**src/rtl/axi_burst_splitter_ax_chan.sv**
```systemverilog
// axi_burst_splitter_ax_chan: splits one AXI AW/AR burst into len+1 single-beat INCR requests after allocating a per-ID beat counter
// Ports: clk_i/rst_i clock and sync active-high reset; ax_*_i/ax_ready_o upstream burst request;
// alloc_*_o/alloc_gnt_i counter allocation handshake; ax_*_o/ax_ready_i downstream single-beat requests; busy_o not idle.
module axi_burst_splitter_ax_chan #(
  parameter int AddrWidth = 32,
  parameter int IdWidth = 4
) (
  input  logic                 clk_i,
  input  logic                 rst_i,
  input  logic [IdWidth-1:0]   ax_id_i,
  input  logic [AddrWidth-1:0] ax_addr_i,
  input  logic [7:0]           ax_len_i,
  input  logic [2:0]           ax_size_i,
  input  logic [1:0]           ax_burst_i,
  input  logic                 ax_valid_i,
  output logic                 ax_ready_o,
  output logic [IdWidth-1:0]   alloc_id_o,
  output logic [7:0]           alloc_len_o,
  output logic                 alloc_req_o,
  input  logic                 alloc_gnt_i,
  output logic [IdWidth-1:0]   ax_id_o,
  output logic [AddrWidth-1:0] ax_addr_o,
  output logic [7:0]           ax_len_o,
  output logic [2:0]           ax_size_o,
  output logic [1:0]           ax_burst_o,
  output logic                 ax_valid_o,
  input  logic                 ax_ready_i,
  output logic                 busy_o
);
  typedef enum logic [1:0] {IDLE, ALLOC, ISSUE} state_e;
  state_e               state_q;
  logic [IdWidth-1:0]   id_q;
  logic [AddrWidth-1:0] start_q, cur_q, cur_d;
  logic [7:0]           len_q, cnt_q;
  logic [2:0]           size_q;
  logic [1:0]           burst_q;
  logic [AddrWidth-1:0] step, bnd, lo, inc;
  always_comb begin
    step  = AddrWidth'(1) << size_q;
    bnd   = AddrWidth'({1'b0, len_q} + 9'd1) << size_q;
    lo    = start_q & ~(bnd - AddrWidth'(1));
    inc   = (cur_q & ~(step - AddrWidth'(1))) + step;
    cur_d = burst_q == 2'b00 ? cur_q :
            (burst_q == 2'b10 && inc == lo + bnd) ? lo : inc;
  end
  always_ff @(posedge clk_i) begin
    if (rst_i) begin
      state_q <= IDLE;
      id_q    <= '0;
      start_q <= '0;
      cur_q   <= '0;
      len_q   <= '0;
      cnt_q   <= '0;
      size_q  <= '0;
      burst_q <= '0;
    end else begin
      case (state_q)
        IDLE: if (ax_valid_i) begin
          id_q    <= ax_id_i;
          start_q <= ax_addr_i;
          len_q   <= ax_len_i;
          size_q  <= ax_size_i;
          burst_q <= ax_burst_i;
          state_q <= ALLOC;
        end
        ALLOC: if (alloc_gnt_i) begin
          cnt_q   <= len_q;
          cur_q   <= start_q;
          state_q <= ISSUE;
        end
        ISSUE: if (ax_ready_i) begin
          if (cnt_q == 8'd0) state_q <= IDLE;
          else begin
            cnt_q <= cnt_q - 8'd1;
            cur_q <= cur_d;
          end
        end
        default: state_q <= IDLE;
      endcase
    end
  end
  // Handshake/status outputs are masked by rst_i so they drop while reset is held.
  assign ax_ready_o  = !rst_i && state_q == IDLE;
  assign alloc_req_o = !rst_i && state_q == ALLOC;
  assign ax_valid_o  = !rst_i && state_q == ISSUE;
  assign busy_o      = !rst_i && state_q != IDLE;
  assign alloc_id_o  = id_q;
  assign alloc_len_o = len_q;
  assign ax_id_o     = id_q;
  assign ax_addr_o   = cur_q;
  assign ax_len_o    = 8'd0;
  assign ax_size_o   = size_q;
  assign ax_burst_o  = 2'b01;
endmodule
```
**config.mk**
```make
export PLATFORM = sky130hd
export DESIGN_NAME = axi_burst_splitter_ax_chan
export DESIGN_NICKNAME = d
export VERILOG_FILES = /design/src/rtl/axi_burst_splitter_ax_chan.sv
export SDC_FILE = /design/constraint.sdc
export NUM_CORES = 1
export LEC_CHECK = 0
export CAP_MARGIN = 5
export CORE_MARGIN = 5
export CORE_UTILIZATION = 51
export CTS_BUF_LIST = sky130_fd_sc_hd__clkbuf_16
export DETAILED_ROUTE_END_ITERATION = 6
export MAX_ROUTING_LAYER = met4
export PLACE_DENSITY = 0.78
export RECOVER_POWER = 50
export SETUP_SLACK_MARGIN = 0.02
export SLEW_MARGIN = 20
export SYNTH_ARGS = -nofsm -noshare
export SYNTH_HDL_FRONTEND = slang
export SYNTH_SLANG_ARGS = --single-unit
export TNS_END_PERCENT = 100
```
**constraint.sdc**
```tcl
create_clock -name clk_i -period 6.3 [get_ports clk_i]
set_clock_uncertainty 0.1 [all_clocks]
set_input_delay 0.945 -clock clk_i [delete_from_list [all_inputs] [get_ports clk_i]]
set_output_delay 0.945 -clock clk_i [all_outputs]
set_load 0.01 [all_outputs]
```
## Yosys cells after proc, flatten, opt, wreduce, memory -nomap -nowiden

Index checks and enable logic that the tools add are counted.

| word-level totals | value |
|---|---|
| input port bits | 54 |
| memories | 0 |
| logic and storage cells | 60 |
| bits in registers | 91 |
| latch bits | 0 |
| memory bits (writable) | 0 |
| ROM bits | 0 |

| operators by class | value |
|---|---|
| multiply operators | 0 |
| shifts and indexed selects | 2 |
| add/subtract/negate cells | 6 |
| mux-type cells | 15 |
| bitwise logic cells | 4 |
| div/mod/pow operators | 0 |
| eq/ne operators | 10 |
| $lt $le $gt $ge | 0 |
| reduce and logical (&&, ||, !) cells | 15 |

Operators with widths:

| kind | number |
|---|---|
| 32-bit 2-to-1 mux | 5 |
| 32-bit adder | 2 |
| 32-bit bitwise AND | 2 |
| 32-bit inverter | 2 |
| 32-bit case mux with 2 select lines | 1 |
| 32-bit by 1-bit subtractor with 32-bit output, second input constant | 2 |
| 32-bit == test | 1 |
| 1-bit by 3-bit left shift with 32-bit output, first input constant | 1 |
| 9-bit by 3-bit left shift with 32-bit output | 1 |
| 8-bit 2-to-1 mux | 3 |
| 8-bit case mux with 2 select lines | 1 |
| 2-bit inequality test, second input constant | 6 |
| 8-bit by 1-bit adder with 9-bit output, second input constant | 1 |
| 8-bit zero test | 1 |
| 2-bit 2-to-1 mux | 4 |
| 4-bit AND reduction | 2 |
| 8-bit by 1-bit subtractor with 8-bit output, second input constant | 1 |
| 2-bit case mux with 3 select lines | 1 |
| 1-bit logical AND | 5 |
| 5-bit AND reduction | 1 |
| 2-bit == test, second input constant | 2 |
| 2-bit zero test | 2 |
| 2-bit nonzero test | 2 |
| 2-bit by 1-bit == test with 1-bit output, second input constant | 1 |
| other kinds (2) | 2 |

## Logic depth before layout (Yosys ltp)

Gate-level depths: netlist of run 1.

| logic depth | value |
|---|---|
| word-level depth | 13 |
| mapped depth | 30 |
| depth with buffers taken out | 26 |

## Worst setup path after synthesis of run 1

No wires, ideal clock.

| timing path | value |
|---|---|
| path type | register -> register |
| start point | register len_q[1], in the netlist alloc_len_o[1] |
| end point | register cur_q[3], in the netlist ax_addr_o[3] |
| arrival | 6.097 ns |
| setup time | 0.079 ns |
| path slack | 0.023 ns |
| clock period less this slack | 6.277 ns |
| stages on the path, launching flop included | 29 |
| path through | dfxtp_1 > ha_1 > buf_2 > nand3_2 > o21a_1 > or3_1 > and3_1 > mux2i_2 > inv_2 > or3_1 > buf_2 > nor3_1 > nand2_1 > nor3_1 > ha_1 > and2_1 > ha_1 > a21o_1 > a31o_2 > o31ai_4 > or4_1 > xnor2_1 > a2111oi_2 > nor4b_2 > o2111a_2 > buf_6 > mux2i_1 > a211oi_2 > a211oi_2 |

| on the way | value |
|---|---|
| longest elaborated chain between the ends | 13 |

RTL lines:

| what | RTL line | text |
|---|---|---|
| start, declared | 34 | `logic [7:0] len_q, cnt_q;` |
| start signal, assigned | 61 | `len_q <= ax_len_i;` |
| 8-bit by 1-bit adder with 9-bit output (*) | 40 | `bnd = AddrWidth'({1'b0, len_q} + 9'd1) << size_q;` |
| 9-bit by 3-bit left shift with 32-bit output (*) | 40 |  |
| 32-bit by 1-bit subtractor with 32-bit output | 41 | `lo = start_q & ~(bnd - AddrWidth'(1));` |
| 32-bit inverter | 41 |  |
| 32-bit bitwise AND | 41 |  |
| 32-bit adder | 44 | `(burst_q == 2'b10 && inc == lo + bnd) ? lo : inc;` |
| 32-bit == test | 44 |  |
| 1-bit logical AND | 44 |  |
| 32-bit 2-to-1 mux (*) | 44 |  |
| 32-bit 2-to-1 mux (*) | 43 | `cur_d = burst_q == 2'b00 ? cur_q :` |
| 32-bit 2-to-1 mux (*) | 72 | `if (cnt_q == 8'd0) state_q <= IDLE;` |
| 32-bit 2-to-1 mux (*) | 71 | `ISSUE: if (ax_ready_i) begin` |
| 32-bit case mux with 2 select lines (*) | 57 | `case (state_q)` |
| end signal, assigned | 68 | `cur_q <= start_q;` |
| end signal, assigned | 75 | `cur_q <= cur_d;` |
| end, declared | 33 | `logic [AddrWidth-1:0] start_q, cur_q, cur_d;` |

Every way passes the cells marked *; elsewhere a longest branch is shown, timed or not. The select of a mux whose other input is x is not followed.
A chain may end at the register's enable or synchronous reset.

## Worst setup path in the final report of run 1

| timing path | value |
|---|---|
| start point | register len_q[0], in the netlist alloc_len_o[0] |
| end point | register cur_q[7], in the netlist ax_addr_o[7] |

The elaborated chain is that of the path after synthesis.

==> impl_metrics.ini, run 1 <==
[critical_path]
crit_slowest_cell = a221o_2
worstSetupPathType = reg -> reg
cpPeakStageDelay_ns = 0.46
cp_max_fo = 7
reg2reg_to = ax_addr_o[7]$_SDFFE_PP0P_
cp_common_cell = o21ai_1
rr_startpoint = alloc_len_o[0]$_SDFFE_PP0P_
reg2reg_slack_ns = 0.27
critPathArrivalTime_ns = 6.17
cp_data_required_time_ns = 6.44
reg2regPathDepth = 28
end_kind = flip-flop
cp-start-kind = flip-flop

[placement]
port_buffers = 108
hpwl_um = 23100
pre_cts_ws_ns = 0.0377
place.gp.congestion = 0.996
placed_area_sq_um = 10200

[clocking]
clock-sinks = 91
clock_path_buffers = 2
cts_made_buffers = 9
htreeDepth = 3
insertion_delay_ns = 0.37
cts-root-buf = clkbuf_16
clk_pin_slew_ns = 0.07
cts_tree = done

[timing]
fin_crit_sh_pct = 95.6
whs_ns = 0.374
slew_viol_final = 50
relSlewSlack_pct = -63.9
setup_viol_count_final = 0
timing.final.hold_violations = 0
fmax_mhz = 166
period_minus_slack_ns = 6.03
fin_ws_ns = 0.274
max_slew.worst_pin.slew_ns = 2.46

[floorplan]
dieHeight_um = 141
ios = 119
coreArea_sq_um = 16700
initial_core_util_pct = 52.2
rows = 47
die_area_sq_um = 19800
die_w_um = 141

[global_route]
grt_pass1_wl_um = 49000
grtUsageTotal_pct = 31.2
grt_max_degree = 53
antenna_found_initial = 0
overflow = 0
grt_pass1_vias = 9056

[logic_synthesis]
synth-main-ff-cell = dfxtp_1
synth_async_sr_flop_share_pct = 0
postSynthAreaPerCell_sq_um = 7.19
yosysWarnings = 0
syn_inst = 1214
ys_ff_latch = 91
synth_edf_count = 0
yosysSeqAreaShare_pct = 20.9
synth_cell_types = 100
syn_area_sq_um = 8720

[worst_hold_path]
hold_start = alloc_id_o[2]$_SDFFE_PP0P_
hold_class = reg -> reg
holdPathEnd = alloc_id_o[2]$_SDFFE_PP0P_
hold_path_depth = 2

[cells_and_area]
antenna_cells = 0
seq_area_sq_um = 1840
multi_input_area_sq_um = 6540
area_delta_synth_final_pct = 24.9
design_area_sq_um = 10900
finalNetCount = 1407
drive_gt1_share_pct = 15.0
fillCellCount = 1484

[power]
cellPowerDensity_nw_per_um2 = 203
power_w = 0.00221
p_leak_nw = 4.17
ir_drop_v = 0.000153

[drt]
dr.pass1.iters = 5
wl_met3_um = 3800
highest-signal-layer = met4
vias_per_cell = 6.24
wirelength_um = 31300
final_antenna_net_count = 0
wl_met1_um = 13500
dr_wl_met2_um = 13400
vias = 9726
drt_iter0_drc = 1179
drc_errors = 0
wl_per_cell_um = 20.1

[run_status]
status = finished with violations
violations = capacitance limit, slew limit

[run]
maxCapViolations = 1
==> final cells by class <==
type	count	area share, %
clock buffer	9	2.07
clock inverter	7	0.747
inverter	29	0.999
multi-input combinational	1000	60.1
sequential	91	16.9
tap	220	2.53
timing repair buffer	202	16.7
==> metrics by stage <==
step                instances  utilization [%]  TNS [ns]
floorplan                1222                -         0
global route             1558             65.2    -0.511
global placement         1526             61.0         0
CTS                      1542             62.9         0
detailed placement       1526             61.0         0
finish                   1558             65.2         0
==> how the worst max path moves through the flow <==
stage | cells after the start | to | slack [ns] | start
2_1_floorplan | 28 | ax_addr_o[3]$_SDFFE_PP0P_ | 0.02 | alloc_len_o[1]$_SDFFE_PP0P_
5_1_grt | 26 | ax_addr_o[8]$_SDFFE_PP0P_ | -0.07 | alloc_len_o[0]$_SDFFE_PP0P_
4_1_cts | 27 | ax_addr_o[3]$_SDFFE_PP0P_ | 0.03 | alloc_len_o[0]$_SDFFE_PP0P_
3_3_place_gp | 28 | ax_addr_o[2]$_SDFFE_PP0P_ | 0.13 | alloc_len_o[2]$_SDFFE_PP0P_
6_report | 28 | ax_addr_o[7]$_SDFFE_PP0P_ | 0.27 | alloc_len_o[0]$_SDFFE_PP0P_
3_5_place_dp | 26 | ax_addr_o[3]$_SDFFE_PP0P_ | 0.04 | alloc_len_o[2]$_SDFFE_PP0P_
==> worst max-delay path, delay by kind of cell, from the launching register on <==
kind / cells / cell delay [ns]
muxes: 1 / 0.15
DFF: 1 / 0.37
AOI/OAI and AO/OA: 12 / 2.54
buffers and inverters: 5 / 0.67
adders and majority gates: 2 / 0.46
and+or+nand+nor: 7 / 1.46
xor gates and xnor gates: 1 / 0.16
==> cells by family after synthesis <==
group | share of synthesized area, %
compound gates | 27.9
flops | 20.9
xor+xnor | 9.81
other cells | 0.0861
simple gates | 29.2
mux | 1.91
fa+ha+maj | 2.87
buf+inv | 7.40
==> flip-flops by register name (all words and copies together) (netlist names) <==
name,flops
burst_q,2
state_q,2
ax_size_o,3
cnt_q,8
ax_addr_o,32
alloc_id_o,4
start_q,32
alloc_len_o,8
==> cell usage after synthesis (5+ instances only) <==
master      n  area share [%]
inv_1      24             1.0
and3_1     22             1.6
nand3b_1    6            0.52
ha_1       20             2.9
nor4_1      5            0.36
nand3_1    39             2.2
nor3b_1     6            0.52
clkbuf_1   53             2.3
nand2_1   199             8.6
or3_1      14             1.0
xor2_1     30             3.0
mux2i_1    13             1.5
buf_4      20             1.7
buf_6       7            0.90
o31ai_1     6            0.52
o21ai_1     8            0.46
a21o_1     22             1.9
nand2b_1   21             1.5
nor2b_1    15             1.1
a211oi_2    7             1.0
nand4_1    19             1.4
a211oi_1   10            0.86
nand4b_1    6            0.60
buf_2      18             1.0
xnor2_1    51             5.1
dfxtp_1    91              21
a31oi_1    27             1.9
and2_1     20             1.4
nor2_1     69             3.0
nor3_1     31             1.8
o22ai_1     5            0.36
a221oi_1    7            0.70
o21a_1      5            0.43
buf_1       5            0.22
a22oi_1     6            0.52
o211ai_1   11            0.95
o21ai_0    69             4.0
and4_1      9            0.90
a21oi_1   107             6.1
==> routing by layer <==
layer | up-vias | track usage, %
li1 | 4610 | -
met1 | 4510 | 43.6
met2 | 556 | 45.2
met3 | 50 | 8.40
met4 | 0 | 6.68
met5 | - | -
==> what timing repair did <==
action,CTS,global route
hold buffers,0,0
setup endpoints to repair,2,32
cloned,0,2
setup buffers,0,14
pin swaps,0,15
resized for setup,2,54
==> power breakdown <==
group          internal, W  switching (W)
clock network     0.000283       0.000294
logic             0.000404       0.000506
registers         0.000630      0.0000903
==> cell usage in the layout (no fill, tap or decap), types with 10 or more instances in the layout <==
cell / instances
a31oi_1: 25
nor2b_1: 14
o211ai_1: 11
nand2_1: 199
nor2_1: 68
inv_1: 24
or3_1: 12
nand4_1: 19
buf_4: 88
and2_1: 18
a21o_1: 22
clkbuf_16: 10
conb_1: 10
a211oi_1: 10
ha_1: 16
nand2b_1: 20
xor2_1: 29
clkdlybuf4s50_1: 77
a21oi_1: 105
nand3_1: 38
dfxtp_1: 83
mux2i_1: 12
and3_1: 19
dlygate4sd3_1: 30
xnor2_1: 49
nor3_1: 28
o21ai_0: 68
Power figures use the tool's default switching activity.
==> run 2, diff against run 1 <==
--- a/config.mk
+++ b/config.mk
@@ -12,9 +12,8 @@
 export DETAILED_ROUTE_END_ITERATION = 6
 export MAX_ROUTING_LAYER = met4
 export PLACE_DENSITY = 0.78
-export RECOVER_POWER = 50
+export RECOVER_POWER = 100
 export SETUP_SLACK_MARGIN = 0.02
-export SLEW_MARGIN = 20
 export SYNTH_ARGS = -nofsm -noshare
 export SYNTH_HDL_FRONTEND = slang
 export SYNTH_SLANG_ARGS = --single-unit
==> impl_metrics.ini, run 2 (synthesis gave the netlist of run 1 again) <==
[clocking]
postCtsHoldBufs = 0
cts_tree = done
htreeDepth = 3
cts_made_buffers = 9
clk_pin_slew_ns = 0.09
clock_path_buffers = 2
insertion_delay_ns = 0.37
clock-sinks = 91
cts-root-buf = clkbuf_16

[cells_and_area]
final_common_cell = nand2_1
final_cell_mix = nand2_1, a21oi_1, buf_4
antenna_cells = 0
design_area_sq_um = 10900
finalNetCount = 1407
drive_gt1_share_pct = 14.7
area_delta_synth_final_pct = 24.6
fillCellCount = 1488

[drt]
wl_per_cell_um = 20.0
final_antenna_net_count = 0
drc_errors = 0
vias = 9740
drt_iter0_drc = 1204
dr.pass1.iters = 6
wirelength_um = 31200
vias_per_cell = 6.25

[timing]
slew_viol_final = 50
period_minus_slack_ns = 6.08
fmax_mhz = 165
fin_ws_ns = 0.224
fin_crit_sh_pct = 96.4
setup_viol_count_final = 0
relSlewSlack_pct = -62.8
timing.final.hold_violations = 0
max_slew.worst_pin.slew_ns = 2.44

[global_route]
overflow = 0
grt_pass1_wl_um = 49000
grt_pass1_vias = 9056
grt_max_degree = 53
antenna_found_initial = 0
grtUsageTotal_pct = 31.2

[floorplan]
coreArea_sq_um = 16700
dieHeight_um = 141
die_w_um = 141
rows = 47
ios = 119
initial_core_util_pct = 52.2
die_area_sq_um = 19800

[power]
ir_drop_v = 0.000153
cellPowerDensity_nw_per_um2 = 202
p_leak_nw = 4.21
power_w = 0.00220

[placement]
placed_area_sq_um = 10200
place.gp.congestion = 0.996
pre_cts_ws_ns = 0.0377
hpwl_um = 23100
port_buffers = 108

[critical_path]
critPathArrivalTime_ns = 6.23
cp-start-kind = flip-flop
worstSetupPathType = reg -> reg
cp_max_fo = 7
cpPeakStageDelay_ns = 0.46
critPathBufInv = 3
end_kind = flip-flop
cp_data_required_time_ns = 6.45
path_delay_family = compound AO/OA/AOI/OAI gates
crit_slowest_cell = a221o_2

[run_status]
status = finished with violations
violations = capacitance limit, slew limit

[run]
maxCapViolations = 1

[worst_hold_path]
hold_class = reg -> reg
## run 2: routing by layer
layer | up-vias | global-route usage, % | part of all wire, %
li1 | 4608 | - | -
met1 | 4529 | 43.6 | 44
met2 | 550 | 45.2 | 43
met3 | 53 | 8.40 | 12
met4 | 0 | 6.68 | 1.7
met5 | - | - | 0
## run 2: worst reg2reg max path: stages, from the launching register on
cell and delay [ns]:
dfxtp_4 0.37, ha_4 0.16, nand3_2 0.08, o21a_1 0.20, or3_4 0.36, and3_4 0.20
mux2i_4 0.15, inv_2 0.08, or3_4 0.38, buf_6 0.15, xnor2_2 0.16, and2_4 0.17
ha_2 0.30, a21o_1 0.18, a21oi_2 0.12, o21ai_1 0.07, a31oi_1 0.14, buf_4 0.16
o21ai_1 0.13, a221o_2 0.46, a31o_1 0.28, a2111oi_4 0.29, nor4b_4 0.25, o2111a_2 0.40
nor2_2 0.15, a221oi_1 0.36, o22ai_1 0.12
## run 2: timing repair
action / CTS / global route
gates cloned: 0 / 2
pin swaps: 0 / 15
setup endpoints to repair: 2 / 32
hold endpoints to repair: 0 / 0
buffers inserted: 0 / 14
resized for setup: 2 / 54
## run 2: power by group
| group | total (W) | internal (W) | switching, W |
|---|---|---|---|
| sequential | 0.000720 | 0.000630 | 0.0000900 |
| clock | 0.000577 | 0.000283 | 0.000294 |
| combinational | 0.000901 | 0.000397 | 0.000503 |
| total | 0.00220 | 0.00131 | 0.000887 |
## run 2: worst paths after layout
check / from / endpoint / slack (ns) / depth (start not counted)
max: alloc_len_o[0]$_SDFFE_PP0P_ / ax_addr_o[30]$_SDFFE_PP0P_ / 0.22 / 26
min: alloc_id_o[2]$_SDFFE_PP0P_ / alloc_id_o[2]$_SDFFE_PP0P_ / 0.37 / 2
max reg2reg: alloc_len_o[0]$_SDFFE_PP0P_ / ax_addr_o[30]$_SDFFE_PP0P_ / 0.22 / 26
min reg2reg: alloc_id_o[2]$_SDFFE_PP0P_ / alloc_id_o[2]$_SDFFE_PP0P_ / 0.37 / 2
## run 2: metrics by stage
stage | TNS, ns | instances | hold WS, ns | utilization [%]
floorplan | 0 | 1222 | 0.340 | -
global placement | 0 | 1526 | 0.352 | 61.0
detailed placement | 0 | 1526 | 0.368 | 61.0
CTS | 0 | 1542 | 0.380 | 62.9
global route | -0.698 | 1558 | 0.401 | 65.1
finish | 0 | 1558 | 0.372 | 65.1
## run 2: cell type report
| cell class | instances | area (sq um) | share of cell area (%) |
|---|---|---|---|
| clock buffers | 9 | 225 | 2.07 |
| clock inverters | 7 | 81.3 | 0.748 |
| inverters | 29 | 109 | 1.00 |
| multi-input cells | 1000 | 6530 | 60.1 |
| flip-flops and latches | 91 | 1840 | 16.9 |
| well taps | 220 | 275 | 2.53 |
| repair buffers | 202 | 1810 | 16.6 |
==> run 3, diff against run 2 <==
--- a/config.mk
+++ b/config.mk
@@ -5,6 +5,7 @@
 export SDC_FILE = /design/constraint.sdc
 export NUM_CORES = 1
 export LEC_CHECK = 0
+export ABC_CLOCK_PERIOD_IN_PS = 6300
 export CAP_MARGIN = 5
 export CORE_MARGIN = 5
 export CORE_UTILIZATION = 51
==> results of run 3 <==
No change in the layout: final DEF, timing and power equal those of run 2.
